### config.mk
export PLATFORM = sky130hd
export DESIGN_NAME = booth_mul_seq
export DESIGN_NICKNAME = d
export VERILOG_FILES = /design/src/rtl/booth_pkg.sv /design/src/rtl/booth_enc.sv /design/src/rtl/booth_mul_seq.sv
export SDC_FILE = /design/constraint.sdc
export NUM_CORES = 1
export LEC_CHECK = 0
export ABC_CLOCK_PERIOD_IN_PS = 5800
export CAP_MARGIN = 20
export CORE_ASPECT_RATIO = 1.25
export CORE_MARGIN = 2
export CORE_UTILIZATION = 50
export DETAILED_ROUTE_END_ITERATION = 7
export PLACE_DENSITY = 0.74
export SLEW_MARGIN = 10
export SYNTH_ARGS = -nofsm -noshare
export SYNTH_HDL_FRONTEND = slang
export SYNTH_SLANG_ARGS = --single-unit
### constraint.sdc
create_clock -name clk -period 5.8 [get_ports clk]
set_input_delay 1.16 -clock clk [delete_from_list [all_inputs] [get_ports clk]]
set_output_delay 1.16 -clock clk [all_outputs]
set_load 0.02 [all_outputs]
### src/rtl/booth_pkg.sv
// Shared types and constants for the sequential radix-4 Booth multiplier.
// The optional in-place accumulation build is enabled with BOOTH_MUL_ACC_EN.
package booth_pkg;

  typedef enum logic [1:0] {
    IDLE = 2'd0,
    CALC = 2'd1,
    DONE = 2'd2
  } state_t;

  // Radix-4 Booth codes taken from {b[2i+1], b[2i], b[2i-1]}.
  localparam logic [2:0] BOOTH_Z_POS = 3'b000;
  localparam logic [2:0] BOOTH_P1_A  = 3'b001;
  localparam logic [2:0] BOOTH_P1_B  = 3'b010;
  localparam logic [2:0] BOOTH_P2    = 3'b011;
  localparam logic [2:0] BOOTH_M2    = 3'b100;
  localparam logic [2:0] BOOTH_M1_A  = 3'b101;
  localparam logic [2:0] BOOTH_M1_B  = 3'b110;
  localparam logic [2:0] BOOTH_Z_NEG = 3'b111;

  function automatic int booth_iter(input int data_w);
    return data_w / 2 + 1;
  endfunction

endpackage

### src/rtl/booth_enc.sv
// Combinational radix-4 Booth digit decoder: 3-bit code to magnitude/sign selects.
module booth_enc
  import booth_pkg::*;
(
  input  logic [2:0] code,
  output logic       sel_zero,
  output logic       sel_one,
  output logic       sel_two,
  output logic       sel_sub
);

  always_comb begin
    sel_zero = 1'b0;
    sel_one  = 1'b0;
    sel_two  = 1'b0;
    case (code)
      BOOTH_Z_POS, BOOTH_Z_NEG:                       sel_zero = 1'b1;
      BOOTH_P1_A, BOOTH_P1_B, BOOTH_M1_A, BOOTH_M1_B: sel_one  = 1'b1;
      BOOTH_P2, BOOTH_M2:                             sel_two  = 1'b1;
    endcase
  end

  assign sel_sub = code[2];

endmodule

### src/rtl/booth_mul_seq.sv
// Sequential radix-4 Booth multiplier retiring one digit per clock, signed or unsigned.
// Define BOOTH_MUL_ACC_EN to add in_acc, which adds each product onto the previous result.
module booth_mul_seq
  import booth_pkg::*;
#(
  parameter int DATA_W = 8
) (
  input  logic                  clk,
  input  logic                  rst_n,
  input  logic                  in_valid,
  output logic                  in_ready,
  input  logic [DATA_W-1:0]     op1,
  input  logic [DATA_W-1:0]     op2,
  input  logic                  op_signed,
`ifdef BOOTH_MUL_ACC_EN
  input  logic                  in_acc,
`endif
  output logic                  out_valid,
  input  logic                  out_ready,
  output logic [2*DATA_W-1:0]   dout_C,
  output logic                  busy
);

  localparam int ITER = booth_iter(DATA_W);
  localparam int AW   = 2 * DATA_W + 2;
  localparam int MW   = DATA_W + 3;
  localparam int CW   = $clog2(ITER);

  state_t                state_q, state_d;
  logic [CW-1:0]         cnt_q, cnt_d;
  logic [AW-1:0]         acc_q, acc_d;
  logic [AW-1:0]         mcand_q, mcand_d;
  logic [MW-1:0]         mult_q, mult_d;
  logic [2*DATA_W-1:0]   res_q, res_d;
  logic                  accsel_q, accsel_d;

  logic                  sel_zero, sel_one, sel_two, sel_sub;
  logic [AW-1:0]         pp_mag, pp;
  logic [2*DATA_W-1:0]   res_base;
  logic                  acc_req;

`ifdef BOOTH_MUL_ACC_EN
  assign acc_req = in_acc;
`else
  assign acc_req = 1'b0;
`endif

  // The multiplier shifts right two bits per digit, so bits [2:0] are always the current code.
  booth_enc u_enc (
    .code     (mult_q[2:0]),
    .sel_zero (sel_zero),
    .sel_one  (sel_one),
    .sel_two  (sel_two),
    .sel_sub  (sel_sub)
  );

  assign pp_mag   = sel_zero ? '0 : (sel_two ? (mcand_q << 1) : (sel_one ? mcand_q : '0));
  assign pp       = sel_sub ? (~pp_mag + AW'(1)) : pp_mag;
  assign res_base = accsel_q ? res_q : '0;

  always_comb begin
    state_d  = state_q;
    cnt_d    = cnt_q;
    acc_d    = acc_q;
    mcand_d  = mcand_q;
    mult_d   = mult_q;
    res_d    = res_q;
    accsel_d = accsel_q;
    case (state_q)
      IDLE: begin
        if (in_valid) begin
          state_d  = CALC;
          cnt_d    = '0;
          acc_d    = '0;
          accsel_d = acc_req;
          mcand_d  = op_signed ? {{(AW-DATA_W){op1[DATA_W-1]}}, op1}
                               : {{(AW-DATA_W){1'b0}}, op1};
          mult_d   = op_signed ? {{2{op2[DATA_W-1]}}, op2, 1'b0}
                               : {2'b00, op2, 1'b0};
        end
      end
      CALC: begin
        acc_d   = acc_q + pp;
        mcand_d = mcand_q << 2;
        mult_d  = mult_q >> 2;
        cnt_d   = cnt_q + CW'(1);
        if (cnt_q == CW'(ITER - 1)) begin
          state_d = DONE;
          res_d   = acc_d[2*DATA_W-1:0] + res_base;
        end
      end
      DONE: begin
        if (out_ready) state_d = IDLE;
      end
      default: state_d = IDLE;
    endcase
  end

  always_ff @(posedge clk or negedge rst_n) begin
    if (!rst_n) begin
      state_q  <= IDLE;
      cnt_q    <= '0;
      acc_q    <= '0;
      mcand_q  <= '0;
      mult_q   <= '0;
      res_q    <= '0;
      accsel_q <= 1'b0;
    end else begin
      state_q  <= state_d;
      cnt_q    <= cnt_d;
      acc_q    <= acc_d;
      mcand_q  <= mcand_d;
      mult_q   <= mult_d;
      res_q    <= res_d;
      accsel_q <= accsel_d;
    end
  end

  assign in_ready  = (state_q == IDLE);
  assign out_valid = (state_q == DONE);
  assign busy      = (state_q != IDLE);
  assign dout_C    = res_q;

endmodule

# [Yosys cells after proc, flatten, opt, wreduce, memory -nomap -nowiden]
# Cells that the tools add are included.
[totals] register_bits=68 out_inout_bits=19 wordCells=54
[classes] n_addsub=3 reduce_logical=10 mux=21 n_bitwise=1 n_eq_ne=13
[ops] op="two-way mux 18 bit" count=7
[ops] op="one-hot mux 18 bit (2 select lines)" count=2
[ops] op="two-way mux 11 bit" count=2
[ops] op="one-hot mux 11 bit (2 select lines)" count=1
[ops] op="adder 18 x 1 -> 18 bit, second input constant" count=1
[ops] op="adder 18 bit" count=1
[ops] op="inverter 18 bit" count=1
[ops] op="equality test 3 bit, second input constant" count=5
[ops] op="equality test 3 x 2 -> 1 bit, second input constant" count=2
[ops] op="two-way mux 2 bit" count=3
[ops] op="one-hot mux 2 bit (3 select lines)" count=1
[ops] op="one-hot mux 3 bit (2 select lines)" count=1
[ops] op="!= test 2 bit, second input constant" count=2
[ops] op="AND reduction 2 bit" count=2
[ops] op="nonzero test 2 bit" count=2
[ops] op="OR reduction 2 bit" count=2
[ops] op="OR reduction 4 bit" count=1
[ops] op="adder 3 x 1 -> 3 bit, second input constant" count=1
[ops] op="equality test 3 x 1 -> 1 bit, second input constant" count=1
[ops] op="logical NOT 3 bit" count=1
[ops] op="two-way mux 1 bit" count=3
[ops] op="two-way mux 3 bit" count=1
[ops] op="AND reduction 3 bit" count=1
[ops] op="equality test 2 x 1 -> 1 bit, second input constant" count=1
[ops] op="other kinds (3)" count=3

# [Depth between registers and ports, before layout]
# Gate-level depths: netlist of run 1.
[depth] ltp_word=11 mapped_depth=20 mapped_depth_nobuf=18

# [Cells and area by module]
# From an unflattened synthesis of run 1, not the netlist that was laid out.
[unflattened] cells_unflattened=447 area_unflattened_um2=4031.4
[modules_own_cells] mod="booth_mul_seq" n_inst=1 cells_per_inst=440 area_per_inst_um2=3975.1
[modules_own_cells] mod="booth_enc" n_inst=1 cells_per_inst=7 area_per_inst_um2=56.3

# [Worst setup path before layout of run 1]
# No wires, ideal clock.
[synth_timing] path_type="reg2reg" startpoint="register mult_q[1]" endpoint="register acc_q[15]" arrival_ps=3978 t_required_ps=5728 stages_incl_launch_ff=19 path_slack_ps=1750 path_buffers=1 path_cell_list="dfrtp_1 -> buf_6 -> and2b_1 -> a211oi_1 -> a31o_2 -> ha_1 -> inv_1 -> a211oi_2 -> nand4_2 -> o311ai_1 -> o41ai_1 -> o22ai_1 -> ha_1 -> a21o_1 -> a21o_1 -> a221oi_1 -> o21ai_1 -> or4_1 -> nand4b_1"
[synth_between] elab_chain_len=11 elab_cells_between_ends=22
[synth_rtl] element="start, declared" line="booth_mul_seq.sv:33" rtl="logic [MW-1:0] mult_q, mult_d;"
[synth_rtl] element="start signal, assigned" line="booth_mul_seq.sv:113" rtl="mult_q <= mult_d;"
[synth_rtl] element="equality test 3 x 1 -> 1 bit, or another cell as far along" line="booth_enc.sv:16" rtl="case (code)"
[synth_rtl] element="OR reduction 4 bit" line="booth_enc.sv:16"
[synth_rtl] element="two-way mux 1 bit" line="booth_enc.sv:16"
[synth_rtl] element="two-way mux 18 bit (2 in a row)" line="booth_mul_seq.sv:57" rtl="assign pp_mag = sel_zero ? '0 : (sel_two ? (mcand_q << 1) : (sel_one ? mcand_q : '0));"
[synth_rtl] element="two-way mux 18 bit *" line="booth_mul_seq.sv:57"
[synth_rtl] element="inverter 18 bit" line="booth_mul_seq.sv:58" rtl="assign pp = sel_sub ? (~pp_mag + AW'(1)) : pp_mag;"
[synth_rtl] element="adder 18 x 1 -> 18 bit" line="booth_mul_seq.sv:58"
[synth_rtl] element="two-way mux 18 bit *" line="booth_mul_seq.sv:58"
[synth_rtl] element="adder 18 bit *" line="booth_mul_seq.sv:83" rtl="acc_d = acc_q + pp;"
[synth_rtl] element="one-hot mux 18 bit (2 select lines) *" line="booth_mul_seq.sv:69" rtl="case (state_q)"
[synth_rtl] element="end signal, assigned" line="booth_mul_seq.sv:103" rtl="acc_q <= '0;"
[synth_rtl] element="end signal, assigned" line="booth_mul_seq.sv:111" rtl="acc_q <= acc_d;"
[synth_rtl] element="end, declared" line="booth_mul_seq.sv:31" rtl="logic [AW-1:0] acc_q, acc_d;"
# Every way passes the cells marked *; elsewhere a longest branch is shown, timed or not.
# A chain may end at the register's enable or synchronous reset.

# [Worst setup path after layout of run 1]
[layout_timing] startpoint="register mult_q[1]" endpoint="register res_q[15] (netlist: dout_C[15])"
[layout_between] elab_chain_len=10 elab_cells_between_ends=21
[layout_rtl] element="equality test 3 x 1 -> 1 bit, or another cell as far along" line="booth_enc.sv:16"
[layout_rtl] element="OR reduction 4 bit" line="booth_enc.sv:16"
[layout_rtl] element="two-way mux 1 bit" line="booth_enc.sv:16"
[layout_rtl] element="two-way mux 18 bit (2 in a row)" line="booth_mul_seq.sv:57"
[layout_rtl] element="two-way mux 18 bit *" line="booth_mul_seq.sv:57"
[layout_rtl] element="inverter 18 bit" line="booth_mul_seq.sv:58"
[layout_rtl] element="adder 18 x 1 -> 18 bit" line="booth_mul_seq.sv:58"
[layout_rtl] element="two-way mux 18 bit *" line="booth_mul_seq.sv:58"
[layout_rtl] element="adder 18 bit *" line="booth_mul_seq.sv:83"
[layout_rtl] element="end signal, assigned" line="booth_mul_seq.sv:114" rtl="res_q <= res_d;"
[layout_rtl] element="end, declared" line="booth_mul_seq.sv:34" rtl="logic [2*DATA_W-1:0] res_q, res_d;"
# Marks and branches as above.

==> results of run 1 <==
registers in the layout, indices dropped and copies added, names as in the netlist:
signal	cells
cnt_q	3
mcand_q	16
mult_q	10
state_q	2
acc_q	16
dout_C	16
Yosys cell counts (all sizes together) (2+ instances only):
cell | instances | share of area [%]
nand2 | 74 | 6.0
dfrtp | 63 | 34
o21ai | 62 | 6.7
a21oi | 39 | 4.3
clkbuf | 28 | 2.3
nor2 | 22 | 1.8
ha | 18 | 4.9
a22o | 16 | 3.0
buf | 16 | 2.4
nand3 | 15 | 1.6
mux2i | 14 | 3.0
a22oi | 12 | 2.0
inv | 12 | 0.98
mux2 | 12 | 2.9
o22ai | 11 | 1.5
xnor2 | 11 | 2.1
nand2b | 9 | 1.3
nor3b | 8 | 1.3
xor2 | 7 | 1.5
a221oi | 6 | 1.1
nor2b | 6 | 0.87
o211ai | 6 | 1.1
a21o | 5 | 0.82
nand4 | 5 | 0.95
nor3 | 5 | 0.54
o21a | 5 | 0.82
o31ai | 5 | 1.1
a211oi | 4 | 0.76
nand3b | 4 | 0.92
a31oi | 3 | 0.41
a32o | 3 | 0.65
o21bai | 3 | 0.49
o41ai | 3 | 0.57
a211o | 2 | 0.38
a32oi | 2 | 0.38
and2 | 2 | 0.27
o2111ai | 2 | 0.52
o311ai | 2 | 0.38
or2 | 2 | 0.27
or4 | 2 | 0.33
layout make-up:
type,count,share of cell area (%)
clock inverter,5,1.942
timing repair buffer,47,8.331
multi-input combinational,418,51.91
clock buffer,11,4.540
sequential,63,29.49
tap,123,2.879
inverter,13,0.9127
critical path, cell delays in order (launching register included):
cell	delay, ns
dfrtp_1	0.75
buf_4	0.34
nor2b_2	0.08
a211oi_1	0.23
a31o_2	0.16
ha_1	0.19
inv_1	0.09
a211oi_2	0.26
nand4_2	0.27
o311ai_1	0.41
o41ai_1	0.13
o22ai_1	0.18
ha_1	0.28
a21o_1	0.19
a21o_1	0.17
a221oi_1	0.28
o21ai_1	0.22
or4_1	0.56
nand4_1	0.11
worst paths after layout:
path	start	slack, ns	to	cells past startpoint
worst min register to register	mult_q[5]$_DFFE_PN0P_	0.48	mult_q[5]$_DFFE_PN0P_	2
worst max-delay path	mult_q[1]$_DFFE_PN0P_	0.82	dout_C[15]$_DFFE_PN0P_	18
worst min-delay path	mult_q[5]$_DFFE_PN0P_	0.48	mult_q[5]$_DFFE_PN0P_	2
worst max register to register	mult_q[1]$_DFFE_PN0P_	0.82	dout_C[15]$_DFFE_PN0P_	18
max in group asynchronous	rst_n	4.26	mult_q[5]$_DFFE_PN0P_	2
min in group asynchronous	rst_n	1.00	dout_C[12]$_DFFE_PN0P_	2
metal layers:
layer / vias to the layer above / global-route usage, % / wire length, um
met2: 143 / 40.51 / 5770
met3: 22 / 3.399 / 492
met4: 0 / 8.410 / 262
li1: 2002 / - / -
met1: 2029 / 33.14 / 5382
met5: - / 0 / 0
logic make-up after synthesis:
kind of cell / count (synthesis) / share of synthesized area [%]
compound gates: 195 / 27.84
buf+inv: 57 / 5.737
fa+ha+maj: 19 / 5.329
simple gates: 160 / 17.27
xor+xnor: 18 / 3.589
flops: 63 / 34.26
mux: 26 / 5.981
cells in the final DEF, fill, tap and decap left out, types with 3 or more instances in the layout:
cell type / count
ha_1: 18
buf_4: 8
nand2b_1: 8
nor2_1: 21
a22oi_1: 12
o211ai_1: 5
a32o_1: 3
nand4_1: 3
o21a_1: 5
inv_1: 12
dfrtp_1: 63
o31ai_1: 4
clkbuf_16: 9
a21o_1: 5
mux2_2: 12
o22ai_1: 11
xor2_1: 6
a211oi_1: 3
o21ai_0: 59
a31oi_1: 3
o41ai_1: 3
nor2b_1: 4
clkdlybuf4s50_1: 38
nand3_1: 15
mux2i_1: 14
nand2_1: 74
nand3b_1: 3
a21oi_1: 38
a221oi_1: 6
o21ai_1: 3
xnor2_1: 11
a22o_1: 16
nor3_1: 5
nor3b_1: 8
bufinv_16: 3
stage by stage:
stage | cell area (um^2) | hold WS [ns] | worst slack [ns]
2_1_floorplan | 4602 | 0.4496 | 1.750
3_3_place_gp | 5000 | 0.4630 | 1.168
3_5_place_dp | 5000 | 0.4709 | 1.008
4_1_cts | 5346 | 0.4834 | 0.9250
5_1_grt | 5346 | 0.5097 | 0.3883
6_report | 5346 | 0.4772 | 0.8193
==> results.md, run 1 <==
* Status: complete, no violations
* CTS Buf Count at 9
* CP Max Fanout at 21
* Tmin final at between 4 and 5 ns
* Fin crit share at 85.87%
* Seq/Total Area, Yosys at 34.26%
* Top FF cell, synth: dfrtp_1
* CP startpoint kind: flip-flop
* Fin nets at just under 600
* Final wirelength at approximately 12 mm
* DIE AREA at 0.009992 mm^2
* Setup violators final at 0
* Setup TNS at 0 ns
* First-pass GRT wire length at between 20 and 25 mm
* Unrepaired setup endpoints after global routing: false
* Multi-input gate area at 0.002775 mm^2
* Chip Height at approximately 110 um
* Final core utilization at 59.22%
* Post-Syn Area at around 0.0046 mm^2
* Diodes inserted at 0
* Netlist cell types at between 60 and 70
* Clock root cell: clkbuf_16
* Final Hold Vio Count at 0
* CTS tree: built
* Htree depth at 3
* Iter 0 DRT Violations at 422
* DIE WIDTH at ~90 um
* Antenna viol nets, final at 0
* Area delta synth->final at 16.18%
* Placement Rows at 39
* FF+latch count, synth at 63
* Worst-Margin Slew at 0.8160 ns
* Vias in the first global route at between 3000 and 4000
* DR vias at about 4200
* Initial antenna violation count at 0
* Critical setup path kind: reg -> reg
* Gr usage total at around a quarter
* Drt pass-1 iters at 5
* Port Buffers at 39
* Required @ worst endpoint at a little over 6 ns
* Wire per inst at roughly 18 um
* Pin count of the biggest net entering global routing at 64
* Initial core utilization at 50.98%
* Layout cells sized above 1 at 9.336%
* Synthesized Nets at ~580
* Yosys warns at 0
* Clock Tree Buf Depth at 2
* Core Region at 0.009027 mm^2
* Io pins at 40
* Layout Cells excl Fill at 680
* F_max at 0.2008 GHz
* Filler cells at about 770
* HPWL after DPL at 7.891 mm
* Mean Syn Cell Area at 8.554 um^2
* Max_slew headroom at a little under half
* GP Congestion at about 0.9
* Critical path capture point type: flip-flop
* Max-cap violation count at 0
* Post-Place Cells at about 660
* Worst clock skew at about 0.0077 ns
* Vias per Instance at ~6.2
* Reg clk slew, reported paths at approximately 0.06 ns
* Worst path arrival time at ~5.2 ns
* Post-synth EDFFs at 0
* Post-cts sizing count at 0
* Post-CTS Hold Buffers at 0
* Synth async-reset ratio at 100.0%
* Number of post-CTS setup repair buffers at 0
* Clock latency on the worst-skew pair at 0.33 ns
* Worst Hold Class: reg -> reg
* Mapped Cells at between 500 and 600
* Gr ovfl total at 0
* Slew Limit Fails at 0
* FF/Latch Area at around 0.0016 mm^2
* Residual DRC count at 0
* TritonCTS Sinks at 63
Power of run 1 is left out: the tool's default activity adds up to more than one toggle a clock period on the data nets, which glitch-free logic cannot reach.
==> run 2, diff against run 1 <==
- SYNTH_HIERARCHICAL: not set -> 1
==> run 2 against run 1 <==
Hold slack worse by 0.0042 ns. Cell count is 15% lower. Via count is 22% lower. Synthesized area is 12% lower. Largest cell class unchanged.
==> results.md, run 2 <==
* Status: complete, no violations (unchanged)
* Clock root cell: clkbuf_8 (was clkbuf_16)
* DIE WIDTH at 84.32 um (was 89.81 um)
* FF/Latch Area at 0.001577 mm^2 (unchanged)
* Synth area leaders: dfrtp_1 (39%), o21ai_0 (7.4%), ha_1 (6.2%) (was dfrtp_1 (34%), o21ai_0 (6.4%), nand2_1 (6.0%))
* Number of post-CTS setup repair buffers at 0 (unchanged)
* Sw Ratio at ~47%
* Final Hold Vio Count at 0 (unchanged)
* Layout cells sized above 1 at 8.125% (was 9.336%)
* Synth cell count leaders: nand2_1 (66), dfrtp_1 (63), o21ai_0 (60), nor2_1 (26), a22oi_1 (22) (was nand2_1 (74), dfrtp_1 (63), o21ai_0 (59), a21oi_1 (38), clkbuf_1 (28))
* Mean Syn Cell Area at 9.019 um^2 (was 8.554 um^2)
* Mapped Cells at 447 (was 538)
* Residual DRC count at 0 (unchanged)
* Drt pass-1 iters at 4 (was 5)
* CTS Buf Count at 9 (unchanged)
* First-pass GRT wire length at 14.98 mm (was 20.04 mm)
* Combinational share of power at 61.8%
* Wire per inst at 14.74 um (was 17.51 um)
* Diodes inserted at 0 (unchanged)
* Post-Syn Area at 0.004031 mm^2 (was 0.004602 mm^2)
* Clock Tree Buf Depth at 2 (unchanged)
* Total internal power at between 0.0015 and 0.002 W
* Slew Limit Fails at 0 (unchanged)
* Critical path capture point type: flip-flop (unchanged)
* Critical Path Start: mult_q[2]$_DFFE_PN0P_ (was mult_q[1]$_DFFE_PN0P_)
* Reg clk slew, reported paths at 0.06 ns (about the same)
* Pin count of the biggest net entering global routing at 64 (unchanged)
* Clock latency on the worst-skew pair at 0.35 ns (was 0.33 ns)
* Multi-input gate area at 0.002230 mm^2 (was 0.002775 mm^2)
* Max-cap violation count at 0 (unchanged)
* RR Startpoint: mult_q[2]$_DFFE_PN0P_ (was mult_q[1]$_DFFE_PN0P_)
* FF+latch count, synth at 63 (unchanged)
* Initial core utilization at 51.73% (was 50.98%)
* Filler cells at 729 (was 766)
* Htree depth at 3 (unchanged)
* Synthesized Nets at 489 (was 578)
* DR vias at 3273 (was 4196)
* Post-cts sizing count at 0 (unchanged)
* Worst-Margin Slew at 0.8711 ns (was 0.8160 ns)
* CP startpoint kind: flip-flop (unchanged)
* DIE AREA at 0.008802 mm^2 (was 0.009992 mm^2)
* Critical setup path kind: reg -> reg (unchanged)
* Yosys warns at 6 (was 0)
* Commonest cells after routing, fill and taps aside: nand2_1 (66), dfrtp_1 (63), o21ai_0 (60) (was nand2_1 (74), dfrtp_1 (63), o21ai_0 (59))
* Vias per Instance at 5.692 (was 6.171)
* CTS tree: built (unchanged)
* CP Max Fanout at 28 (was 21)
* GP Congestion at 0.8592 (was 0.9181)
* Sequential Power Share at 27.2%
* Top-count cell post-synth: nand2_1 (unchanged)
* Port Buffers at 39 (unchanged)
* Post-synth EDFFs at 0 (unchanged)
* VDD IR-drop max at just over 0.3 mV
* Synth area leader: dfrtp_1 (unchanged)
* Yosys top cell area share at 39.11% (was 34.26%)
* Sw power at ~0.0014 W
* F_max at 0.2197 GHz (was 0.2008 GHz)
* Worst Hold Class: reg -> reg (unchanged)
* Placement Rows at 36 (was 39)
* Fin crit share at 78.47% (was 85.87%)
* HPWL after DPL at 6.151 mm (was 7.891 mm)
* TritonCTS Sinks at 63 (unchanged)
* Worst clock skew at 0.009845 ns (was 0.007665 ns)
* Vias in the first global route at 3213 (was 3993)
* Initial antenna violation count at 0 (unchanged)
* Setup TNS at 0 ns (unchanged)
* Fin nets at 519 (was 592)
* Tmin final at 4.551 ns (was 4.981 ns)
* Unrepaired setup endpoints after global routing: false (unchanged)
* Iter 0 DRT Violations at 180 (was 422)
* Synth async-reset ratio at 100.0% (unchanged)
* Setup violators final at 0 (unchanged)
* Area delta synth->final at 13.97% (was 16.18%)
* Seq/Total Area, Yosys at 39.11% (was 34.26%)
* Worst path arrival time at 4.78 ns (was 5.24 ns)
* Chip Height at 104.4 um (was 111.3 um)
* Final core utilization at 58.96% (was 59.22%)
* LEAKAGE at 2.019 nW
* Max_slew headroom at 41.89% (was 45.60%)
* Commonest non-fill, non-tap cell in the layout: nand2_1 (unchanged)
* Pwr Density at 656.5 mW/mm^2
* Antenna viol nets, final at 0 (unchanged)
* Core Region at 0.007792 mm^2 (was 0.009027 mm^2)
* Final wirelength at 8.474 mm (was 11.91 mm)
* Post-CTS Hold Buffers at 0 (unchanged)
* Required @ worst endpoint at 6.03 ns (was 6.06 ns)
* Netlist cell types at 55 (was 68)
* Gr usage total at 20.92% (was 24.50%)
* Hold path start: dout_C[5]$_DFFE_PN0P_ (was mult_q[5]$_DFFE_PN0P_)
* Clock share of power at roughly 11%
* Gr ovfl total at 0 (unchanged)
* Io pins at 40 (unchanged)
* Top FF cell, synth: dfrtp_1 (unchanged)
[run 2: cell count changes after synthesis, moves of 10 or more]
cell	before	now
a21oi_1	38	19
a22o_1	16	6
a22oi_1	12	22
clkbuf_1	28	15
nand3_1	15	5
o22ai_1	11	1
[run 2: cell type report]
| class | count | share of cell area, % |
|---|---|---|
| Sequential cell | 63 | 34.31 |
| Tap cell | 95 | 2.587 |
| Inverter | 18 | 1.471 |
| Multi-Input combinational cell | 339 | 48.53 |
| Clock inverter | 1 | 0.1089 |
| Timing Repair Buffer | 46 | 9.532 |
| Clock buffer | 13 | 3.459 |
[run 2: power by group through the flow]
| stage | Clock (W) | Combinational (W) | Sequential [W] |
|---|---|---|---|
| after floorplan | 0 | 0.00146 | 0.000808 |
| after global placement | 0 | 0.00181 | 0.000817 |
| after detailed placement | 0 | 0.00186 | 0.000826 |
| after CTS | 0.000340 | 0.00187 | 0.000820 |
| after global routing | 0.000356 | 0.00210 | 0.000853 |
| final | 0.000333 | 0.00186 | 0.000820 |
[run 2: kinds of logic (layout without fill, tap and decap cells)]
| family | Yosys count | in the layout | share of synthesized area [%] |
|---|---|---|---|
| AOI/OAI and AO/OA | 151 | 151 | 24.02 |
| and+or+nand+nor | 127 | 127 | 15.21 |
| DFF | 63 | 63 | 39.11 |
| buffers and inverters | 45 | 78 | 5.741 |
| xor gates and xnor gates | 29 | 29 | 6.300 |
| adders and majority gates | 21 | 21 | 6.704 |
| muxes | 11 | 11 | 2.917 |
[run 2: worst max-delay path: stages (launching register included)]
cell and delay [ns]:
dfrtp_1 0.60, mux2i_2 0.25, buf_4 0.24, nor2b_1 0.61
a22oi_1 0.14, nor2_1 0.12, inv_1 0.06, ha_1 0.19
o21ai_1 0.11, o21ai_0 0.14, xnor2_1 0.17, ha_1 0.36
nand2_1 0.09, o31ai_1 0.51, a31oi_1 0.23, o21ai_1 0.20
xor2_1 0.12, mux2_2 0.27
[run 2: routing by layer]
| metal | vias up | part of all wire (%) | global-route usage, % |
|---|---|---|---|
| met5 | - | 0 | 0 |
| met4 | 0 | 3.2 | 10.02 |
| met3 | 18 | 2.4 | 3.413 |
| met2 | 50 | 50 | 36.45 |
| met1 | 1570 | 44 | 24.76 |
| li1 | 1635 | - | - |
[run 2: final timing paths]
path / cells past startpoint / end / slack [ns]
max: 17 / dout_C[13]$_DFFE_PN0P_ / 1.25
min: 2 / dout_C[5]$_DFFE_PN0P_ / 0.47
max reg2reg: 17 / dout_C[13]$_DFFE_PN0P_ / 1.25
min reg2reg: 2 / dout_C[5]$_DFFE_PN0P_ / 0.47
max in group asynchronous: 2 / acc_q[11]$_DFFE_PN0P_ / 4.31
min in group asynchronous: 2 / mult_q[8]$_DFFE_PN0P_ / 0.97
[run 2: stage by stage]
step / cell area (um^2) / worst slack [ns] / hold slack [ns] / cells / power, W
3_5_place_dp: 4431 / 1.312 / 0.4691 / 561 / 0.002689
3_3_place_gp: 4431 / 1.474 / 0.4601 / 561 / 0.002629
5_1_grt: 4594 / 0.9241 / 0.5035 / 575 / 0.003314
4_1_cts: 4594 / 1.297 / 0.4831 / 575 / 0.003029
2_1_floorplan: 4031 / 1.892 / 0.4496 / 447 / 0.002273
6_report: 4594 / 1.249 / 0.4730 / 575 / 0.003016
No activity file was read; power rests on OpenSTA's default activity.
==> run 3, diff against run 2 <==
- ABC_CLOCK_PERIOD_IN_PS: 5800 -> 4600
- clock period: 5.8 -> 4.6 ns (I/O delays scaled with it)
==> run 3 against run 2 <==
Combinational power rose by 31%. Clock skew fell by 0.0017 ns. Critical path depth rose by 1. Maximum frequency rose by 8.7%. First-iteration DRC count fell by 21%. Total power rose by 29%. Clock power rose by 33%. Critical path type unchanged. Critical endpoint is now acc_q[14]$_DFFE_PN0P_. Largest cell class unchanged.
==> results.md, run 3 (same netlist as run 2, synthesis figures left out) <==
* Clock latency on the worst-skew pair at 0.34 ns (was 0.35 ns)
* RR Startpoint: mult_q[0]$_DFFE_PN0P_ (was mult_q[2]$_DFFE_PN0P_)
* CP delay by family, top: compound AO/OA/AOI/OAI gates (unchanged)
* Critical Path Start: mult_q[0]$_DFFE_PN0P_ (was mult_q[2]$_DFFE_PN0P_)
* Vias per Instance at 5.746 (was 5.692)
* R2r setup slk at 0.41 ns (was 1.25 ns)
* Max incr delay on CP at 0.43 ns (was 0.61 ns)
* DIE AREA at 0.008802 mm^2 (unchanged)
* Chip Height at 104.4 um (unchanged)
* Worst-Margin Slew at 0.7393 ns (was 0.8711 ns)
* Htree depth at 3 (unchanged)
* CP endpoint: acc_q[14]$_DFFE_PN0P_ (was dout_C[13]$_DFFE_PN0P_)
* Worst path arrival time at 4.40 ns (was 4.78 ns)
* Commonest non-fill, non-tap cell in the layout: nand2_1 (unchanged)
* Port Buffers at 39 (unchanged)
* Vias in the first global route at 3233 (was 3213)
* CTS Buf Count at 9 (unchanged)
* Max_slew headroom at 50.72% (was 41.89%)
* Worst clock skew at 0.008136 ns (was 0.009845 ns)
* Post-place setup slack at 0.4033 ns (was 1.312 ns)
* F_max at 0.2388 GHz (was 0.2197 GHz)
* Drt pass-1 iters at 5 (was 4)
* TritonCTS Sinks at 63 (unchanged)
* Critical setup path kind: reg -> reg (unchanged)
* Core Region at 0.007792 mm^2 (unchanged)
* Iter 0 DRT Violations at 143 (was 180)
* Max-cap violation count at 0 (unchanged)
* Setup TNS at 0 ns (unchanged)
* Io pins at 40 (unchanged)
* Fin crit share at 91.04% (was 78.47%)
* Slew Limit Fails at 0 (unchanged)
* First-pass GRT wire length at 14.92 mm (was 14.98 mm)
* Placement Rows at 36 (unchanged)
* Initial core utilization at 51.73% (unchanged)
* Pin count of the biggest net entering global routing at 51 (was 64)
* Clock Tree Buf Depth at 2 (unchanged)
* Antenna viol nets, final at 0 (unchanged)
* CP Max Fanout at 9 (was 28)
* Post-cts sizing count at 0 (unchanged)
* WHS at 0.4757 ns (was 0.4730 ns)
* Wire per inst at 14.93 um (was 14.74 um)
* Commonest cells after routing, fill and taps aside: nand2_1 (66), dfrtp_1 (63), o21ai_0 (60) (unchanged)
* Gr ovfl total at 0 (unchanged)
* Pwr Density at 835.3 mW/mm^2 (was 656.5 mW/mm^2)
* Crit. path cell count at 18 (was 17)
* GP Congestion at 0.9411 (was 0.8592)
* HPWL after DPL at 6.255 mm (was 6.151 mm)
* Initial antenna violation count at 0 (unchanged)
* Worst r2r dst: acc_q[14]$_DFFE_PN0P_ (was dout_C[13]$_DFFE_PN0P_)
* Area delta synth->final at 15.24% (was 13.97%)
* Cell count of the worst reg-to-reg path at 18 (was 17)
* DR vias at 3327 (was 3273)
* Final worst slack at 0.4122 ns (was 1.249 ns)
* Layout cells sized above 1 at 9.711% (was 8.125%)
* Filler cells at 690 (was 729)
* Number of post-CTS setup repair buffers at 0 (unchanged)
* Final Hold Vio Count at 0 (unchanged)
* Gr usage total at 20.86% (was 20.92%)
* Unrepaired setup endpoints after global routing: false (unchanged)
* DIE WIDTH at 84.32 um (unchanged)
* Setup violators final at 0 (unchanged)
* Tmin final at 4.188 ns (was 4.551 ns)
* Bufs and invs on worst path at 3 (was 2)
* Fin nets at 522 (was 519)
* LEAKAGE at 2.045 nW (was 2.019 nW)
* CP max stage cell: dfrtp_1 (was nor2b_1)
* CTS tree: built (unchanged)
* Critical path capture point type: flip-flop (unchanged)
* VDD IR-drop max at 0.4199 mV (was 0.3067 mV)
* Residual DRC count at 0 (unchanged)
* Reg clk slew, reported paths at 0.07 ns (was 0.06 ns)
* Clock root cell: clkbuf_8 (unchanged)
* CP startpoint kind: flip-flop (unchanged)
* Worst Hold Class: reg -> reg (unchanged)
* Required @ worst endpoint at 4.81 ns (was 6.03 ns)
* Post-CTS Hold Buffers at 0 (unchanged)
* CP Cell Sequence: or2_4, mux2i_2, buf_4, inv_2, a211oi_1, or3_1, inv_1, or3_1, nand2_1, xnor2_1, ha_1, a21o_1, a21o_1, a21oi_2, o21ai_0, a211oi_1, xor2_1, o21ai_0 (was mux2i_2, buf_4, nor2b_1, a22oi_1, nor2_1, inv_1, ha_1, o21ai_1, o21ai_0, xnor2_1, ha_1, nand2_1, o31ai_1, a31oi_1, o21ai_1, xor2_1, mux2_2)
* Status: complete, no violations (unchanged)
* Final wirelength at 8.647 mm (was 8.474 mm)
* Diodes inserted at 0 (unchanged)
==> run 3: cell types whose count changed in the layout (fill, tap and decap cells not counted) <==
cell / delta
buf_4: +3
clkbuf_1: -2
a21oi_1: -1
a21oi_2: +1
clkbuf_8: +1
clkinv_2: +1
clkinvlp_4: +1
nor4_1: -1
nor4_2: +1
==> run 3: worst min-delay path: stages (launching register included) <==
cell     delay, ns
dfrtp_1       0.34
nand2_1       0.04
o21ai_0       0.06
==> run 3: worst min-delay path by stage <==
stage | startpoint | endpoint | slack [ns] | cells past startpoint
final | dout_C[8]$_DFFE_PN0P_ | dout_C[8]$_DFFE_PN0P_ | 0.48 | 2
after global routing | dout_C[10]$_DFFE_PN0P_ | dout_C[10]$_DFFE_PN0P_ | 0.50 | 2
after CTS | dout_C[8]$_DFFE_PN0P_ | dout_C[8]$_DFFE_PN0P_ | 0.48 | 2
after detailed placement | dout_C[8]$_DFFE_PN0P_ | dout_C[8]$_DFFE_PN0P_ | 0.47 | 2
after global placement | dout_C[10]$_DFFE_PN0P_ | dout_C[10]$_DFFE_PN0P_ | 0.46 | 2
after floorplan | mult_q[3]$_DFFE_PN0P_ | mult_q[3]$_DFFE_PN0P_ | 0.45 | 2
==> run 3: power by group <==
part | switching, W | total, W | internal [W]
registers | 0.000220 | 0.00101 | 0.000793
clock network | 0.000208 | 0.000443 | 0.000235
logic | 0.00138 | 0.00243 | 0.00104
total | 0.00181 | 0.00388 | 0.00207
==> run 3: area by class of cell <==
cell class / count / area, um^2 / share of cell area, %
Sequential cell: 63 / 1577 / 33.93
Timing Repair Buffer: 49 / 460.4 / 9.911
Clock inverter: 3 / 17.52 / 0.3771
Clock buffer: 12 / 165.2 / 3.555
Inverter: 18 / 67.56 / 1.454
Tap cell: 95 / 118.9 / 2.559
Multi-Input combinational cell: 339 / 2240 / 48.21
==> run 3: stage by stage <==
stage / power (W) / cells / utilization (%) / cell area, um^2
detailed placement: 0.003412 / 564 / 57.15 / 4453
finish: 0.003880 / 579 / 59.62 / 4646
floorplan: 0.002866 / 447 / - / 4031
global route: 0.004234 / 579 / 59.62 / 4646
global placement: 0.003335 / 564 / 57.15 / 4453
CTS: 0.003869 / 579 / 59.49 / 4636
==> run 3: layer usage <==
| metal | global-route usage [%] | vias up | share of wire (%) |
|---|---|---|---|
| met5 | 0 | - | 0 |
| met3 | 2.937 | 17 | 3.6 |
| met4 | 10.25 | 0 | 2.1 |
| met1 | 25.59 | 1589 | 43 |
| li1 | - | 1646 | - |
| met2 | 35.60 | 75 | 51 |
